[config.mk]
export PLATFORM = sky130hd
export DESIGN_NAME = uart_rx_serial_flat
export DESIGN_NICKNAME = d
export VERILOG_FILES = /design/src/rtl/uart_rx_serial_if.sv /design/src/rtl/uart_rx_serial.sv /design/src/flat_wrapper.sv
export SDC_FILE = /design/constraint.sdc
export NUM_CORES = 1
export LEC_CHECK = 0
export CAP_MARGIN = 20
export CORE_MARGIN = 4
export CORE_UTILIZATION = 52
export DETAILED_ROUTE_END_ITERATION = 8
export HOLD_SLACK_MARGIN = 0.02
export PLACE_DENSITY = 0.72
export SETUP_SLACK_MARGIN = 0.3
export SLEW_MARGIN = 20
export SYNTH_ARGS = -nofsm -noshare
export SYNTH_HDL_FRONTEND = slang
export SYNTH_SLANG_ARGS = --single-unit
[constraint.sdc]
create_clock -name clk -period 1.8 [get_ports clk]
set_input_delay 0.27 -clock clk [delete_from_list [all_inputs] [get_ports clk]]
set_output_delay 0.27 -clock clk [all_outputs]
set_load 0.005 [all_outputs]
[src/rtl/uart_rx_serial_if.sv]
// ---------------------------------------------------------------------------
// uart_rx_serial_if
// Output word stream of the UART serial receiver: a one-entry valid/ready
// register carrying the received word and its per-word status flags.
//   rx_data     received word, meaningful while rx_valid=1
//   rx_valid    a word is held in the output register
//   rx_ready    consumer accepts the word when rx_valid & rx_ready at posedge clk
//   parity_err  parity mismatch for the held word
//   frame_err   stop bit sampled low for the held word
//   overrun     at least one frame dropped while the held word waited
// Modports: master = receiver (producer), slave = consumer.
// ---------------------------------------------------------------------------
interface uart_rx_serial_if #(
  parameter int DATA_BITS = 7
);
  logic [DATA_BITS-1:0] rx_data;
  logic                 rx_valid;
  logic                 rx_ready;
  logic                 parity_err;
  logic                 frame_err;
  logic                 overrun;

  modport master (
    output rx_data, rx_valid, parity_err, frame_err, overrun,
    input  rx_ready
  );

  modport slave (
    input  rx_data, rx_valid, parity_err, frame_err, overrun,
    output rx_ready
  );
endinterface

[src/rtl/uart_rx_serial.sv]
// ---------------------------------------------------------------------------
// uart_rx_serial
// Receives idle-high serial frames: start bit, DATA_BITS data bits LSB first,
// optional parity bit, one stop bit. The line is synchronised, each bit is
// sampled at mid-bit with a bit-period counter, and the finished word plus
// parity/frame status is committed to a one-entry valid/ready register.
// Ports:
//   clk   system clock (single domain)
//   rst   synchronous active-high reset
//   din   asynchronous serial line, idle = 1
//   rx    output word stream (uart_rx_serial_if.master)
//   busy  1 while a frame is being received (any state except IDLE/ARM)
// ---------------------------------------------------------------------------
module uart_rx_serial #(
  parameter int CLKS_PER_BIT = 1252,
  parameter int DATA_BITS    = 7,
  parameter int PARITY_EN    = 1,
  parameter int PARITY_ODD   = 1
) (
  input  logic               clk,
  input  logic               rst,
  input  logic               din,
  uart_rx_serial_if.master   rx,
  output logic               busy
);

  localparam int CNT_W = (CLKS_PER_BIT > 1) ? $clog2(CLKS_PER_BIT) : 1;
  localparam int IDX_W = (DATA_BITS > 1) ? $clog2(DATA_BITS) : 1;
  localparam logic [CNT_W-1:0] HALF_LAST = CNT_W'(CLKS_PER_BIT / 2 - 1);
  localparam logic [CNT_W-1:0] BIT_LAST  = CNT_W'(CLKS_PER_BIT - 1);
  localparam logic [IDX_W-1:0] IDX_LAST  = IDX_W'(DATA_BITS - 1);

  typedef enum logic [2:0] {
    S_ARM, S_IDLE, S_START, S_DATA, S_PARITY, S_STOP, S_BREAK
  } state_t;

  state_t               state, state_n;
  logic [CNT_W-1:0]     cnt, cnt_n;
  logic [IDX_W-1:0]     idx, idx_n;
  logic [DATA_BITS-1:0] shift, shift_n;
  logic                 perr_q, perr_n;
  logic                 ferr_q, ferr_n;
  logic                 commit_q, commit_n;
  logic                 din_s1, din_s;
  // Marks when the synchroniser holds real line samples instead of its
  // reset value, so ARM cannot be released by the reset-forced ones.
  logic [1:0]           fill;

  // NOTE: sequential state uses non-blocking assignments so every flop
  // samples the pre-edge values, independent of statement order.
  always_ff @(posedge clk) begin
    if (rst) begin
      din_s1   <= 1'b1;
      din_s    <= 1'b1;
      fill     <= 2'b00;
      state    <= S_ARM;
      cnt      <= '0;
      idx      <= '0;
      shift    <= '0;
      perr_q   <= 1'b0;
      ferr_q   <= 1'b0;
      commit_q <= 1'b0;
    end else begin
      din_s1   <= din;
      din_s    <= din_s1;
      fill     <= {fill[0], 1'b1};
      state    <= state_n;
      cnt      <= cnt_n;
      idx      <= idx_n;
      shift    <= shift_n;
      perr_q   <= perr_n;
      ferr_q   <= ferr_n;
      commit_q <= commit_n;
    end
  end

  // NOTE: every variable gets a default before the case so no path leaves
  // one unassigned, which would otherwise infer a latch.
  always_comb begin
    state_n  = state;
    cnt_n    = cnt;
    idx_n    = idx;
    shift_n  = shift;
    perr_n   = perr_q;
    ferr_n   = ferr_q;
    commit_n = 1'b0;
    unique case (state)
      S_ARM: begin
        if (fill[1] && din_s) state_n = S_IDLE;
      end
      S_IDLE: begin
        if (!din_s) begin
          state_n = S_START;
          cnt_n   = '0;
        end
      end
      S_START: begin
        if (cnt == HALF_LAST) begin
          cnt_n = '0;
          if (din_s) begin
            state_n = S_IDLE;          // glitch: line back high at mid start bit
          end else begin
            state_n = S_DATA;
            idx_n   = '0;
          end
        end else begin
          cnt_n = cnt + 1'b1;
        end
      end
      S_DATA: begin
        if (cnt == BIT_LAST) begin
          cnt_n        = '0;
          shift_n[idx] = din_s;
          if (idx == IDX_LAST) begin
            perr_n  = 1'b0;
            state_n = (PARITY_EN != 0) ? S_PARITY : S_STOP;
          end else begin
            idx_n = idx + 1'b1;
          end
        end else begin
          cnt_n = cnt + 1'b1;
        end
      end
      S_PARITY: begin
        if (cnt == BIT_LAST) begin
          cnt_n   = '0;
          perr_n  = (((^shift) ^ din_s) != (PARITY_ODD != 0));
          state_n = S_STOP;
        end else begin
          cnt_n = cnt + 1'b1;
        end
      end
      S_STOP: begin
        if (cnt == BIT_LAST) begin
          cnt_n    = '0;
          commit_n = 1'b1;
          ferr_n   = ~din_s;
          // Leaving at mid stop bit lets a back-to-back start edge be seen.
          state_n  = din_s ? S_IDLE : S_BREAK;
        end else begin
          cnt_n = cnt + 1'b1;
        end
      end
      S_BREAK: begin
        if (din_s) state_n = S_IDLE;
      end
      default: state_n = S_ARM;
    endcase
  end

  assign busy = (state != S_ARM) && (state != S_IDLE);

  // Output register: a commit loads when the slot is free or is being
  // drained in the same cycle; otherwise the new frame is dropped.
  always_ff @(posedge clk) begin
    if (rst) begin
      rx.rx_data    <= '0;
      rx.rx_valid   <= 1'b0;
      rx.parity_err <= 1'b0;
      rx.frame_err  <= 1'b0;
      rx.overrun    <= 1'b0;
    end else if (commit_q) begin
      if (!rx.rx_valid || rx.rx_ready) begin
        rx.rx_data    <= shift;
        rx.parity_err <= perr_q;
        rx.frame_err  <= ferr_q;
        rx.rx_valid   <= 1'b1;
        rx.overrun    <= 1'b0;
      end else begin
        rx.overrun    <= 1'b1;
      end
    end else if (rx.rx_valid && rx.rx_ready) begin
      rx.rx_valid <= 1'b0;
    end
  end

endmodule

[src/flat_wrapper.sv]
// flat-port wrapper written by rule: the top's interface ports become plain ports
module uart_rx_serial_flat 
#(
  parameter int CLKS_PER_BIT = 1252,
  parameter int DATA_BITS    = 7,
  parameter int PARITY_EN    = 1,
  parameter int PARITY_ODD   = 1
)
  (clk, rst, din, busy, rx_rx_data, rx_rx_valid, rx_parity_err, rx_frame_err, rx_overrun, rx_rx_ready);
  uart_rx_serial_if #(.DATA_BITS(DATA_BITS)) rx_i ();
  input  logic clk;
  input  logic rst;
  input  logic din;
  output logic busy;
  output wire logic [$bits(rx_i.rx_data)-1:0] rx_rx_data;
  output wire logic [$bits(rx_i.rx_valid)-1:0] rx_rx_valid;
  output wire logic [$bits(rx_i.parity_err)-1:0] rx_parity_err;
  output wire logic [$bits(rx_i.frame_err)-1:0] rx_frame_err;
  output wire logic [$bits(rx_i.overrun)-1:0] rx_overrun;
  input wire logic [$bits(rx_i.rx_ready)-1:0] rx_rx_ready;
  assign rx_rx_data = rx_i.rx_data;
  assign rx_rx_valid = rx_i.rx_valid;
  assign rx_parity_err = rx_i.parity_err;
  assign rx_frame_err = rx_i.frame_err;
  assign rx_overrun = rx_i.overrun;
  assign rx_i.rx_ready = rx_rx_ready;
  uart_rx_serial #(.CLKS_PER_BIT(CLKS_PER_BIT), .DATA_BITS(DATA_BITS), .PARITY_EN(PARITY_EN), .PARITY_ODD(PARITY_ODD)) u_core (.clk(clk), .rst(rst), .din(din), .rx(rx_i), .busy(busy));
endmodule
==> flow_metrics.py <==
metrics = {
    "routing": {
        "drt-met1-wl_um": 2330,
        "wl_met2_um": 2530,
        "top_layer_used": "met4",
        "dr.pass1.iters": 4,
        "drc": 0,
        "avgViaCountPerCell": 5.71,
        "finalWirelength_um": 5110,
        "num_vias": 1907,
        "dr_wl_met3_um": 186,
        "wire_per_inst_um": 15.3,
        "ant_nets": 0,
        "drt_iter0_markers": 91,
    },
    "logic_synthesis": {
        "syn_nets": 255,
        "ys.flop_type": "dfxtp_1",
        "synth_enable_flop_cells": 0,
        "syn_area_sq_mm": 0.00216,
        "yosysSeqAreaShare": 0.390,
        "syn_avg_cell_area_sq_um": 8.73,
        "synth-async-reset-ratio": 0,
        "ys.warnings.count": 0,
        "synth_cells": 247,
        "yosys_register_bits": 42,
        "synth.distinct_cells": 50,
    },
    "critical_path": {
        "crit_chain": "nor3_4 -> buf_4 -> nand4_1 -> nand4_1 -> buf_4 -> a311oi_1",
        "critPathArrivalTime_ns": 1.99,
        "critPathCaptureType": "flop",
        "startpoint_type": "flop",
        "crit_type": "flop to flop",
        "critical_path.max_fanout": 6,
        "critPathSlowestCell": "dfxtp_1",
        "slowest_delay_ns": 0.48,
        "crit_required_ns": 1.99,
    },
    "place": {
        "routabilityCongestion": 0.817,
        "hpwl_um": 3260,
        "io_buffers": 15,
        "dp_slack_ns": 0.100,
        "dpl_cell_area_sq_mm": 0.00243,
    },
    "global_routing": {
        "grt_max_degree": 25,
        "grt_overflow_total": 0,
        "track_usage": 0.203,
        "grt_pass1_vias": 1804,
        "antenna_found_initial": 0,
        "grt_first_pass_wirelength_um": 8470,
    },
    "clock_network": {
        "clkTransAtPathRegs_ns": 0.08,
        "cts_hold_buf": 0,
        "cts_tree": "yes",
        "cts-root-buf": "clkbuf_8",
        "clk-insertion-delay-late_ns": 0.30,
        "htreeDepth": 2,
        "clockBufferDepth": 2,
        "numCtsBuffers": 5,
        "cts.sinks": 42,
    },
    "layout": {
        "drive_gt1_frac": 0.282,
        "nNetsFinal": 291,
        "postLayoutCellArea_sq_mm": 0.00285,
        "antenna_cells": 0,
        "syn_to_final_growth_pct": 32.2,
    },
    "power_and_ir_drop": {
        "p_leak_nw": 1.02,
        "swShare": 0.330,
        "pwr-share-comb": 0.321,
        "ir_drop_uv": 806,
        "p_switching_w": 0.000878,
        "clkPwrFrac": 0.280,
        "internal_power_w": 0.00179,
        "power_density_mw_per_mm2": 935,
        "p_seq_frac": 0.398,
        "power_w": 0.00266,
    },
    "floorplanning": {
        "start_util": 0.539,
        "dieArea_sq_mm": 0.00524,
        "row_count": 23,
        "die_w_um": 72.4,
        "chipHeight_um": 72.4,
        "core_area_sq_mm": 0.00400,
        "ioPinCount": 16,
    },
    "sta": {
        "setup_viol": 1,
        "rsz0062_at_grt": "yes",
        "timing.final.crit_share": 1.00,
        "slew_headroom": 0.608,
        "fin_ws_ns": -0.00162,
        "tightest_slew_ns": 0.584,
        "hold_ws_ns": 0.412,
        "finClkSkew_ns": 0.00836,
        "fin_crit_ns": 1.80,
        "hold_viol": 0,
        "clock.fmax_mhz": 555,
        "slew_viol_final": 0,
    },
    "worst_hold_path": {
        "hold_path.class": "flop to flop",
    },
    "outcome": {
        "failed_checks": "negative setup slack",
        "status": "finished, violations left",
    },
    "flow_run": {
        "maxCapViolCount": 0,
    },
}
## per-stage QoR
stage	setup TNS, ns	instances	utilization
3_3_place_gp	0	312	0.608
2_1_floorplan	0	247	-
5_1_grt	-0.136	334	0.713
4_1_cts	0	326	0.681
3_5_place_dp	0	312	0.608
6_report	-0.00162	334	0.713
## repair_timing
item,in CTS,in global routing
cloned,0,0
endpoints found under the setup margin,26,27
resized for setup,29,19
buffers inserted,6,8
pin swaps,19,11
## state kept, by name, summed over array words and instances (netlist names)
register	flops
u_core.commit_q	1
u_core.rx.rx_data	7
u_core.rx.rx_valid	1
u_core.rx.overrun	1
u_core.cnt	11
u_core.din_s1	1
u_core.rx.frame_err	1
u_core.shift	7
u_core.idx	3
u_core.state	3
u_core.rx.parity_err	1
u_core.din_s	1
u_core.fill	2
u_core.ferr_q	1
u_core.perr_q	1
## path summary, 6_finish.rpt
check | from | end | slack (ns) | depth (start not counted)
worst max-delay path | u_core.cnt[3] | u_core.state[0] | -0.002 | 6
worst min-delay path | u_core.din_s1 | u_core.din_s | 0.41 | 1
worst max register to register | u_core.cnt[3] | u_core.state[0] | -0.002 | 6
worst min register to register | u_core.din_s1 | u_core.din_s | 0.41 | 1
## synthesized netlist by cell type (2+ instances only)
library cell / number / area (sq um)
a21boi_0: 2 / 15.0
a21oi_1: 16 / 80.1
a31oi_1: 4 / 25.0
a32oi_1: 2 / 17.5
and3_1: 5 / 31.3
buf_2: 8 / 40.0
clkbuf_1: 6 / 22.5
dfxtp_1: 42 / 841
ha_1: 4 / 50.1
inv_1: 7 / 26.3
mux2i_1: 9 / 90.1
nand2_1: 25 / 93.8
nand2b_1: 3 / 18.8
nand3_1: 16 / 80.1
nand3b_1: 4 / 30.0
nand4_1: 7 / 43.8
nor2_1: 27 / 101
nor2b_1: 3 / 18.8
nor4_2: 5 / 62.6
o21ai_0: 6 / 30.0
or2_2: 3 / 18.8
or3_1: 4 / 25.0
xnor2_1: 8 / 70.1
xor2_1: 5 / 43.8
## power groups by stage
stage / clock network, W / registers (W) / logic [W]
6_report: 0.000747 / 0.00106 / 0.000857
2_1_floorplan: 0 / 0.00102 / 0.000434
4_1_cts: 0.000756 / 0.00105 / 0.000697
3_3_place_gp: 0 / 0.00107 / 0.000552
3_5_place_dp: 0 / 0.00107 / 0.000553
5_1_grt: 0.000792 / 0.00107 / 0.000920
## layout make-up
class,count,area (sq um)
clock buffers,6,72.6
clock inverters,2,36.3
fillers,297,1150
inverters,7,26.3
multi-input cells,183,1400
flip-flops and latches,42,860
well taps,50,62.6
repair buffers,44,394
## metal layers
layer / vias up / GRT usage
met5: - / 0
met4: 0 / 0.0574
met3: 7 / 0.0457
met2: 44 / 0.325
met1: 911 / 0.274
li1: 945 / -
## cells by family (layout without fill, tap and decap cells)
logic type	Yosys count	after routing	share of synthesized area
XOR/XNOR	13	13	0.0528
adder cells (fa/ha/maj)	4	4	0.0232
AND/OR/NAND/NOR	114	114	0.307
AO/OA/AOI/OAI	42	42	0.133
buffers and inverters	22	59	0.0464
flip-flops	42	42	0.390
multiplexers	10	10	0.0470
## layout by cell type, fill, tap and decap left out, types with 4 or more instances in the layout
| cell type | netlist | layout |
|---|---|---|
| dfxtp_1 | 42 | 35 |
| nor2_1 | 27 | 27 |
| nand2_1 | 25 | 25 |
| buf_4 | 0 | 25 |
| a21oi_1 | 16 | 15 |
| nand3_1 | 16 | 14 |
| clkdlybuf4s50_1 | 0 | 14 |
| mux2i_1 | 9 | 9 |
| xnor2_1 | 8 | 8 |
| nand4_1 | 7 | 7 |
| inv_1 | 7 | 5 |
| xor2_1 | 5 | 5 |
| nor4_4 | 0 | 5 |
| clkbuf_8 | 0 | 5 |
| nand3b_1 | 4 | 4 |
| dfxtp_4 | 0 | 4 |
## worst max-delay path: cells and delay by family, from the launching register on
family | cells | cell delay (ns)
AO/OA/AOI/OAI | 1 | 0.27
buffers and inverters | 2 | 0.41
flip-flops | 1 | 0.48
AND/OR/NAND/NOR | 3 | 0.54
Power figures use the tool's default switching activity.
